===== src/rtl/spart_rx.sv =====
// SPART receive stage.
// Synchronises rxd, validates the start bit at mid-bit and shifts in an
// LSB-first 8N1 frame, paced by the 16x rx_enable tick from the baud generator.
// Posts each byte with a ready flag (rda) plus framing-error and overrun flags.
// Optional build macro: RX_MAJORITY_EN (2-of-3 vote per bit instead of one sample).
// rd/rda handshake: rd is a 1-clk pulse meaning "rx_data consumed"; it only has
// an effect while rda=1, and a post landing in the same clk as rd wins.
module spart_rx #(
    parameter int DATA_BITS   = 8,
    parameter int SYNC_STAGES = 2
) (
    input  logic                 clk,
    input  logic                 rst,
    input  logic                 rx_enable,
    input  logic                 rxd,
    input  logic                 rd,
    output logic [DATA_BITS-1:0] rx_data,
    output logic                 rda,
    output logic                 framing_err,
    output logic                 overrun,
    output logic                 busy
);

    localparam int BCW = $clog2(DATA_BITS + 1);

    typedef enum logic [1:0] {
        IDLE  = 2'd0,
        START = 2'd1,
        DATA  = 2'd2,
        STOP  = 2'd3
    } state_t;

    state_t               state_q, state_n;
    logic [3:0]           tick_q, tick_n;
    logic [BCW-1:0]       bit_q, bit_n;
    logic [DATA_BITS-1:0] shift_q, shift_n;
    logic [SYNC_STAGES-1:0] sync_q;
    logic                 rxd_s;
    logic                 bit_val;
    logic                 post;

    // Metastability synchroniser; resets to the idle (high) line level.
    always_ff @(posedge clk) begin
        if (rst) sync_q <= '1;
        else     sync_q <= {sync_q[SYNC_STAGES-2:0], rxd};
    end

    assign rxd_s = sync_q[SYNC_STAGES-1];

`ifdef RX_MAJORITY_EN
    // Two earlier samples of the current bit; the third vote is the live rxd_s.
    logic [1:0] vote_q, vote_n;

    assign bit_val = (vote_q[1] & vote_q[0]) | (vote_q[1] & rxd_s) | (vote_q[0] & rxd_s);

    // Vote capture at ticks 5,6 (start) or 13,14 (data/stop); cleared at each bit boundary.
    always_comb begin
        vote_n = vote_q;
        if (rx_enable) begin
            if (state_q == IDLE || tick_q == ((state_q == START) ? 4'd7 : 4'd15))
                vote_n = '0;
            else if ((state_q == START) ? (tick_q == 4'd5 || tick_q == 4'd6)
                                        : (tick_q == 4'd13 || tick_q == 4'd14))
                vote_n = {vote_q[0], rxd_s};
        end
    end

    // Vote register.
    always_ff @(posedge clk) begin
        if (rst) vote_q <= '0;
        else     vote_q <= vote_n;
    end
`else
    assign bit_val = rxd_s;
`endif

    // Receive FSM state and counters.
    always_ff @(posedge clk) begin
        if (rst) begin
            state_q <= IDLE;
            tick_q  <= '0;
            bit_q   <= '0;
            shift_q <= '0;
        end else begin
            state_q <= state_n;
            tick_q  <= tick_n;
            bit_q   <= bit_n;
            shift_q <= shift_n;
        end
    end

    // Next-state logic; nothing moves except on an rx_enable tick.
    always_comb begin
        state_n = state_q;
        tick_n  = tick_q;
        bit_n   = bit_q;
        shift_n = shift_q;
        post    = 1'b0;
        if (rx_enable) begin
            case (state_q)
                IDLE: begin
                    if (!rxd_s) begin
                        state_n = START;
                        tick_n  = '0;
                    end
                end
                START: begin
                    tick_n = tick_q + 4'd1;
                    if (tick_q == 4'd7) begin
                        tick_n  = '0;
                        bit_n   = '0;
                        // A start bit that is high at mid-bit was a glitch.
                        state_n = bit_val ? IDLE : DATA;
                    end
                end
                DATA: begin
                    tick_n = tick_q + 4'd1;
                    if (tick_q == 4'd15) begin
                        shift_n = {bit_val, shift_q[DATA_BITS-1:1]};
                        bit_n   = bit_q + BCW'(1);
                        if (bit_q == BCW'(DATA_BITS - 1))
                            state_n = STOP;
                    end
                end
                STOP: begin
                    tick_n = tick_q + 4'd1;
                    if (tick_q == 4'd15) begin
                        post    = 1'b1;
                        state_n = IDLE;
                    end
                end
                default: state_n = IDLE;
            endcase
        end
    end

    // Bus-side registers: post a frame, or clear on a read of valid data.
    always_ff @(posedge clk) begin
        if (rst) begin
            rx_data     <= '0;
            rda         <= 1'b0;
            framing_err <= 1'b0;
            overrun     <= 1'b0;
        end else if (post) begin
            rx_data     <= shift_q;
            rda         <= 1'b1;
            framing_err <= ~bit_val;
            if (rd)       overrun <= 1'b0;
            else if (rda) overrun <= 1'b1;
        end else if (rd && rda) begin
            rda     <= 1'b0;
            overrun <= 1'b0;
        end
    end

    assign busy = (state_q != IDLE);

endmodule


===== config.mk =====
export PLATFORM = sky130hd
export DESIGN_NAME = spart_rx
export DESIGN_NICKNAME = d
export VERILOG_FILES = /design/src/rtl/spart_rx.sv
export SDC_FILE = /design/constraint.sdc
export NUM_CORES = 1
export LEC_CHECK = 0
export ABC_AREA = 1
export BUFFER_PORTS_ARGS = -buffer_cell sky130_fd_sc_hd__buf_2
export CORE_AREA = 4 4 60 51
export CTS_CLUSTER_SIZE = 16
export DETAILED_ROUTE_END_ITERATION = 8
export DIE_AREA = 0 0 64 55
export HOLD_SLACK_MARGIN = 0.12
export PLACE_DENSITY_LB_ADDON = 0.05
export SETUP_SLACK_MARGIN = 0.15
export SKIP_LAST_GASP = 1
export SLEW_MARGIN = 20
export SYNTH_ARGS = -nofsm -noshare
export SYNTH_HDL_FRONTEND = slang
export SYNTH_SLANG_ARGS = --single-unit
export TNS_END_PERCENT = 10

===== constraint.sdc =====
create_clock -name clk -period 1.9 [get_ports clk]
set_input_delay 0.38 -clock clk [delete_from_list [all_inputs] [get_ports clk]]
set_output_delay 0.38 -clock clk [all_outputs]
set_load 0.03 [all_outputs]

After elaboration in Yosys (flattened, before gate mapping) --
Index checks and enable logic that the tools add are counted.
Operators by class: bitwise operators 1, reduce and logical (&&, ||, !) cells 11, eq/ne operators 12, $add $sub $neg 2, multiplexer cells 21
Operator list (count):
- $mux W4 | 4
- $mux W2 | 6
- $pmux W4 S3 | 1
- $ne A2 B2 Y1 const B | 5
- $add A4 B1 Y4 const B | 2
- $eq A4 B3 Y1 const B | 2
- $mux W1 | 8
- $pmux W2 S4 | 1
- $pmux W4 S2 | 1
- $reduce_and A6 Y1 | 1
- $reduce_bool A2 Y1 | 3
- $eq A2 B2 Y1 const B | 2
- $eq A4 B4 Y1 const B | 1
- $reduce_and A2 Y1 | 2
- $reduce_and A4 Y1 | 1
- $ne A3 B3 Y1 const B | 1
- $reduce_and A3 Y1 | 1
- $eq A2 B1 Y1 const B | 1
- $logic_not A2 Y1 | 1
- $reduce_or A2 Y1 | 1
- $logic_and A1 B1 Y1 | 1
- $not A1 Y1 | 1
Word-level totals: input port bits 5, logic and storage cells 56, bits in registers 31, output and inout bits 12

Logic depth before layout (Yosys ltp) --
Gate-level depths: netlist of run 1.
word-level depth 6, depth in mapped cells 8, gate-level depth less buffers 8

Worst setup path after synthesis of run 1 --
No wires, ideal clock.
path kind register to register, start register tick_q[0], end register overrun, path slack 0.600 ns, cell stages (with the launch flop) 8, arrival time 1.185 ns, clock period less this slack 1.300 ns, data required time 1.785 ns, buffers on the path 1, setup time 0.115 ns, cell sequence dfxtp_1 > ha_1 > nand3_2 > nor3_2 > nand2_1 > buf_6 > a21oi_1 > nor2_1
Between the ends: cells in the longest elaborated chain, start to end 6, elaborated cells on any way between the ends 8, classes of those cells eq/ne (2); mux (4); reduce/logical (2)
Ends and longest elaborated chain:
- start, declared | RTL line 34 | logic [3:0] tick_q, tick_n;
- start signal, assigned | RTL line 86 | tick_q <= tick_n;
- $eq A4 B4 Y1 * | RTL line 127 | if (tick_q == 4'd15) begin
- $mux W1 * | RTL line 127
- $mux W1 * | RTL line 100 | case (state_q)
- $mux W1 * | RTL line 99 | if (rx_enable) begin
- $ne A3 B3 Y1 (no source line) or $reduce_bool A2 Y1 (tied branches)
- $reduce_and A2 Y1 (no source line)
- end signal, assigned | RTL line 143 | overrun <= 1'b0;
- end signal, assigned | RTL line 148 | if (rd) overrun <= 1'b0;
- end signal, assigned | RTL line 149 | else if (rda) overrun <= 1'b1;
- end, declared | RTL line 20 | output logic overrun,
Every way passes the cells marked *; elsewhere a longest branch is shown, timed or not. A chain may end at the register's enable or synchronous reset.

==> impl_metrics.ini, run 1 <==
[sta]
setup_violations = 0
worst_slew_pin_slew_ps = 534
hold_viol_final = 0
slew_headroom = 0.643
period_share = 0.810
finalCriticalPeriod_ps = 1540
hold_slack_ps = 234
layout_setup_ws_ps = 362
skew_ps = 6.08
report.final.slew_viol_count = 0
rsz0062_at_grt = false
fmax_mhz = 650
tns_ps = 0

[pwr]
power.leakage_nw = 0.614
p_per_area_nw_per_um2 = 769
power_mw = 1.14
vdd_drop_max_uv = 540

[finish]
drive_above_1_share = 0.212
instances_no_fill = 229
finalInstanceArea_um2 = 1490
layout_commonest_cell = nor2_1
nNetsFinal = 199
area_growth_syn_to_layout_pct = 12.4
n_antenna_cell = 0
final_cell_mix = nor2_1 (39), dfxtp_1 (30), nand2_1 (26)
final_util = 0.614

[critical_path]
arrival_ps = 1160
critPathKind = reg2out
cp-start-kind = register
crit_path_end_kind = primary output
crit_required_ps = 1520
crit_fanout = 9

[cts]
clkLatencyLatePin_ps = 320
clock_sinks = 31
cts_setup_buffers = 0
clock_path_buffers = 2
cts_hold_buf = 0
root_buffer = clkbuf_4
clk_pin_slew_ps = 90
numCtsBuffers = 5
h-tree-depth = 2
cts_tree = built

[placed_design]
dp_cells = 221
hpwl_mm = 1.74
portBuffers = 16
gp_congestion = 0.795
dpl_cell_area_um2 = 1420
dpl_worst_slack_ps = 409

[synthesis]
yosysTopAreaCell = dfxtp_1
ys_warn_count = 0
ys_seq_elements = 31
yosys.area.top_type_share = 0.469
yosysUniqueCellTypes = 28
ys.flop_type = dfxtp_1
synth_edf_count = 0
yosysSeqAreaShare = 0.469
async_flop_share = 0
syn_nets = 181
synthCells = 174
synth_area_um2 = 1320
yosys-top-cells-area = dfxtp_1 (47%), nor2_1 (11%), nand2_1 (7.4%)
syn_area_per_cell_um2 = 7.60

[grt]
gr-total-overflow = 0
antenna_found_initial = 0
gr-usage-all-layers = 0.151
grt_max_degree = 22
grt_pass1_vias = 952
grt_pass1_wl_mm = 4.02

[floorplanning]
die_w_um = 64
die_h_um = 55
core_area_um2 = 2420
start_util = 0.546
die_area_um2 = 3520
pin_count = 17
placementRows = 16

[status]
status = finished, final reports clean

[route]
totalWireLength_mm = 2.37
firstDrtPassIters = 4
vias = 1089
wl_per_cell_um = 10.3
ant_nets = 0
drcViolationCount = 0
drt_iter0_markers = 33
via_per_inst = 4.76

[hold_path]
holdCritPathClass = in2reg

[flow_run]
max_cap_violations = 0
==> critical path, cell delays in order, from the launching register on <==
cell and delay, ps:
dfxtp_2 480, nor2_1 90, inv_1 70, buf_2 190
==> cell families (layout without fill, tap and decap cells) <==
group	after synthesis	after routing	share of synthesized area
flip-flops	31	31	0.469
buffers and inverters	20	39	0.0691
XOR/XNOR	3	3	0.0199
AO/OA/AOI/OAI	33	33	0.132
adder cells (fa/ha/maj)	2	2	0.0189
AND/OR/NAND/NOR	85	85	0.290
==> flip-flops by register name, indices dropped and copies added (netlist names), named ones only <==
| name | count |
|---|---|
| framing_err | 1 |
| overrun | 1 |
| tick_q | 4 |
| bit_q | 4 |
| shift_q | 8 |
| sync_q | 2 |
| state_q | 1 |
| rx_data | 8 |
| rda | 1 |
==> synth_stat cells, types with 2 or more instances <==
| cell type | n |
|---|---|
| nor2_1 | 39 |
| clkbuf_1 | 2 |
| o21ai_1 | 9 |
| or2_2 | 2 |
| inv_2 | 4 |
| xor2_1 | 3 |
| nand2_2 | 3 |
| a21oi_1 | 13 |
| nor2_4 | 2 |
| nand2_1 | 26 |
| buf_6 | 2 |
| ha_1 | 2 |
| nand3_1 | 7 |
| o21ai_0 | 8 |
| dfxtp_1 | 31 |
| inv_1 | 9 |
==> worst paths after layout <==
check                         start                   end  slack [ps]  depth (start not counted)
max reg2reg  tick_q[0]$_SDFFE_PP0P_  overrun$_SDFFE_PP0P_         410                          8
min reg2reg    sync_q[0]$_SDFF_PP1_  sync_q[1]$_SDFF_PP1_         430                          1
min                             rxd  sync_q[0]$_SDFF_PP1_         230                          2
max                        register                  busy         360                          3
==> layer usage <==
layer	routed length, µm	part of all wire	global-route usage	vias up
li1	-	-	-	596
met1	1230	0.52	0.187	468
met2	978	0.41	0.240	20
met3	112	0.047	0.0485	5
met4	41	0.017	0.0753	0
met5	0	0	0	-
==> power breakdown <==
part           switching, mW  internal, mW
sequential           0.00344         0.653
clock                  0.209         0.218
combinational         0.0417        0.0183
==> cell type report <==
class | instances | area, µm²
Sequential cell | 31 | 622
Fill cell | 258 | 936
Clock buffer | 8 | 68.8
Multi-Input combinational cell | 123 | 611
Timing Repair Buffer | 17 | 87.6
Tap cell | 36 | 45.0
Inverter | 14 | 52.6
==> what timing repair did <==
action,CTS,global route
setup endpoints to repair,0,1
endpoints found under the hold margin,0,0
resized for setup,0,1
Note: power is estimated with default switching activity, not from simulation.
==> run 2, diff against run 1 <==
clock period = 1.6 ns   (was 1.9 ns; I/O delays follow)
==> run 2 against run 1 <==
Hold slack got worse by 67 ps; power increased by 20%; non-clock buffer count increased by 6; setup slack got worse by 180 ps; cell area increased by 7.3%; utilization increased by 4.5 points; sequential share of layout area decreased by 2.2 points; clock power increased by 21%; global-route usage increased by 0.69 points; critical path depth unchanged; critical path type unchanged.
==> impl_metrics.ini, run 2 (synthesis gave the netlist of run 1 again) <==
[route]
firstDrtPassIters = 4
vias = 1141
drcViolationCount = 0
ant_nets = 0
wl_per_cell_um = 10.9
drt_iter0_markers = 56
totalWireLength_mm = 2.56
via_per_inst = 4.86

[cts]
numCtsBuffers = 5
clock_sinks = 31
clock_path_buffers = 2
clkLatencyLatePin_ps = 330
cts_tree = built
root_buffer = clkbuf_4
clk_pin_slew_ps = 90
h-tree-depth = 2

[finish]
layout_commonest_cell = nor2_1
top_regs = rx_data x8, shift_q x8
final_cell_mix = nor2_1 (38), dfxtp_1 (28), nand2_1 (25)
n_antenna_cell = 0
drive_above_1_share = 0.266
area_growth_syn_to_layout_pct = 20.6
nNetsFinal = 205

[critical_path]
arrival_ps = 1100
regToRegSetupSlack_ps = 210
reg2reg_depth = 7
timing.rr.start = tick_q[0]$_SDFFE_PP0P_
crit_required_ps = 1280
cp-start-kind = register
crit_path_end_kind = primary output
critPathKind = reg2out
crit_fanout = 5
critPathLaunch = state_q[0]$_SDFFE_PP0P_
r2r_end = rx_data[5]$_SDFFE_PP0P_
crit_end = busy

[flow_run]
max_cap_violations = 0

[pwr]
power.leakage_nw = 0.665
power.share.clock = 0.376
seq_power_share = 0.564
vdd_drop_max_uv = 697
power.internal_mw = 1.06
power_switching_mw = 0.316
p_per_area_nw_per_um2 = 861
power.share.switching = 0.230
comb_power_share = 0.059

[sta]
period_share = 0.888
fmax_mhz = 704
skew_ps = 9.89
hold_slack_ps = 167
hold_viol_final = 0
finalCriticalPeriod_ps = 1420
report.final.slew_viol_count = 0
slew_headroom = 0.823
worst_slew_pin_slew_ps = 266
setup_violations = 0
rsz0062_at_grt = true
tns_ps = 0

[grt]
grt_pass1_wl_mm = 4.16
grt_pass1_vias = 978
gr-total-overflow = 0
grt_max_degree = 19
gr-usage-all-layers = 0.158
antenna_found_initial = 0

[placed_design]
portBuffers = 16
gp_congestion = 0.777
hpwl_mm = 1.78

[status]
status = finished, final reports clean

[floorplanning]
die_h_um = 55
pin_count = 17
die_area_um2 = 3520
die_w_um = 64
placementRows = 16
core_area_um2 = 2420
start_util = 0.546

[hold_path]
holdCritPathClass = in2reg
hold_path_depth = 2
[run 2: area by class of cell]
cell class                      count  area, µm²
Timing Repair Buffer               23        149
Multi-Input combinational cell    123        642
Sequential cell                    31        632
Inverter                           14       58.8
Clock buffer                        8       68.8
Tap cell                           36       45.0
Fill cell                         229        827
[run 2: power groups by stage]
| stage | Clock [mW] | Combinational [mW] | Sequential [mW] |
|---|---|---|---|
| after detailed placement | 0 | 0.0785 | 0.798 |
| after global placement | 0 | 0.0764 | 0.797 |
| after floorplan | 0 | 0.0583 | 0.796 |
| final | 0.516 | 0.0816 | 0.775 |
| after global routing | 0.576 | 0.0915 | 0.776 |
| after CTS | 0.535 | 0.0791 | 0.778 |
[run 2: layer usage]
| metal | global-route usage | share of wire | vias to the layer above |
|---|---|---|---|
| met2 | 0.244 | 0.44 | 26 |
| li1 | - | - | 610 |
| met5 | 0 | 0 | - |
| met3 | 0.0667 | 0.056 | 3 |
| met1 | 0.200 | 0.50 | 502 |
| met4 | 0.0538 | 0.011 | 0 |
[run 2: worst min-delay path by stage]
stage	slack [ps]	end	start
after floorplan	390	sync_q[1]$_SDFF_PP1_	sync_q[0]$_SDFF_PP1_
after global placement	390	sync_q[1]$_SDFF_PP1_	sync_q[0]$_SDFF_PP1_
after detailed placement	390	sync_q[1]$_SDFF_PP1_	sync_q[0]$_SDFF_PP1_
after CTS	150	sync_q[0]$_SDFF_PP1_	rxd
after global routing	150	sync_q[0]$_SDFF_PP1_	rxd
final	170	sync_q[0]$_SDFF_PP1_	rxd
[run 2: repair_timing]
item,in CTS,in global routing
pin swaps,0,1
hold buffers,0,0
buffers inserted,0,5
hold endpoints to repair,0,0
endpoints found under the setup margin,5,24
gates resized for setup,4,11
[run 2: per-stage QoR]
stage	std cells	setup slack, ps	power [mW]	cell area, µm²	utilization
3_3_place_gp	222	171	0.874	1440	0.593
4_1_cts	230	135	1.39	1510	0.625
6_report	235	180	1.37	1600	0.659
5_1_grt	235	112	1.44	1600	0.659
3_5_place_dp	222	144	0.876	1440	0.593
2_1_floorplan	174	300	0.855	1320	-
[run 2: worst max-delay path, stage by stage, from the launching register on]
cell and delay (ps):
dfxtp_1 440, nor2_2 60, inv_1 80, buf_2 200
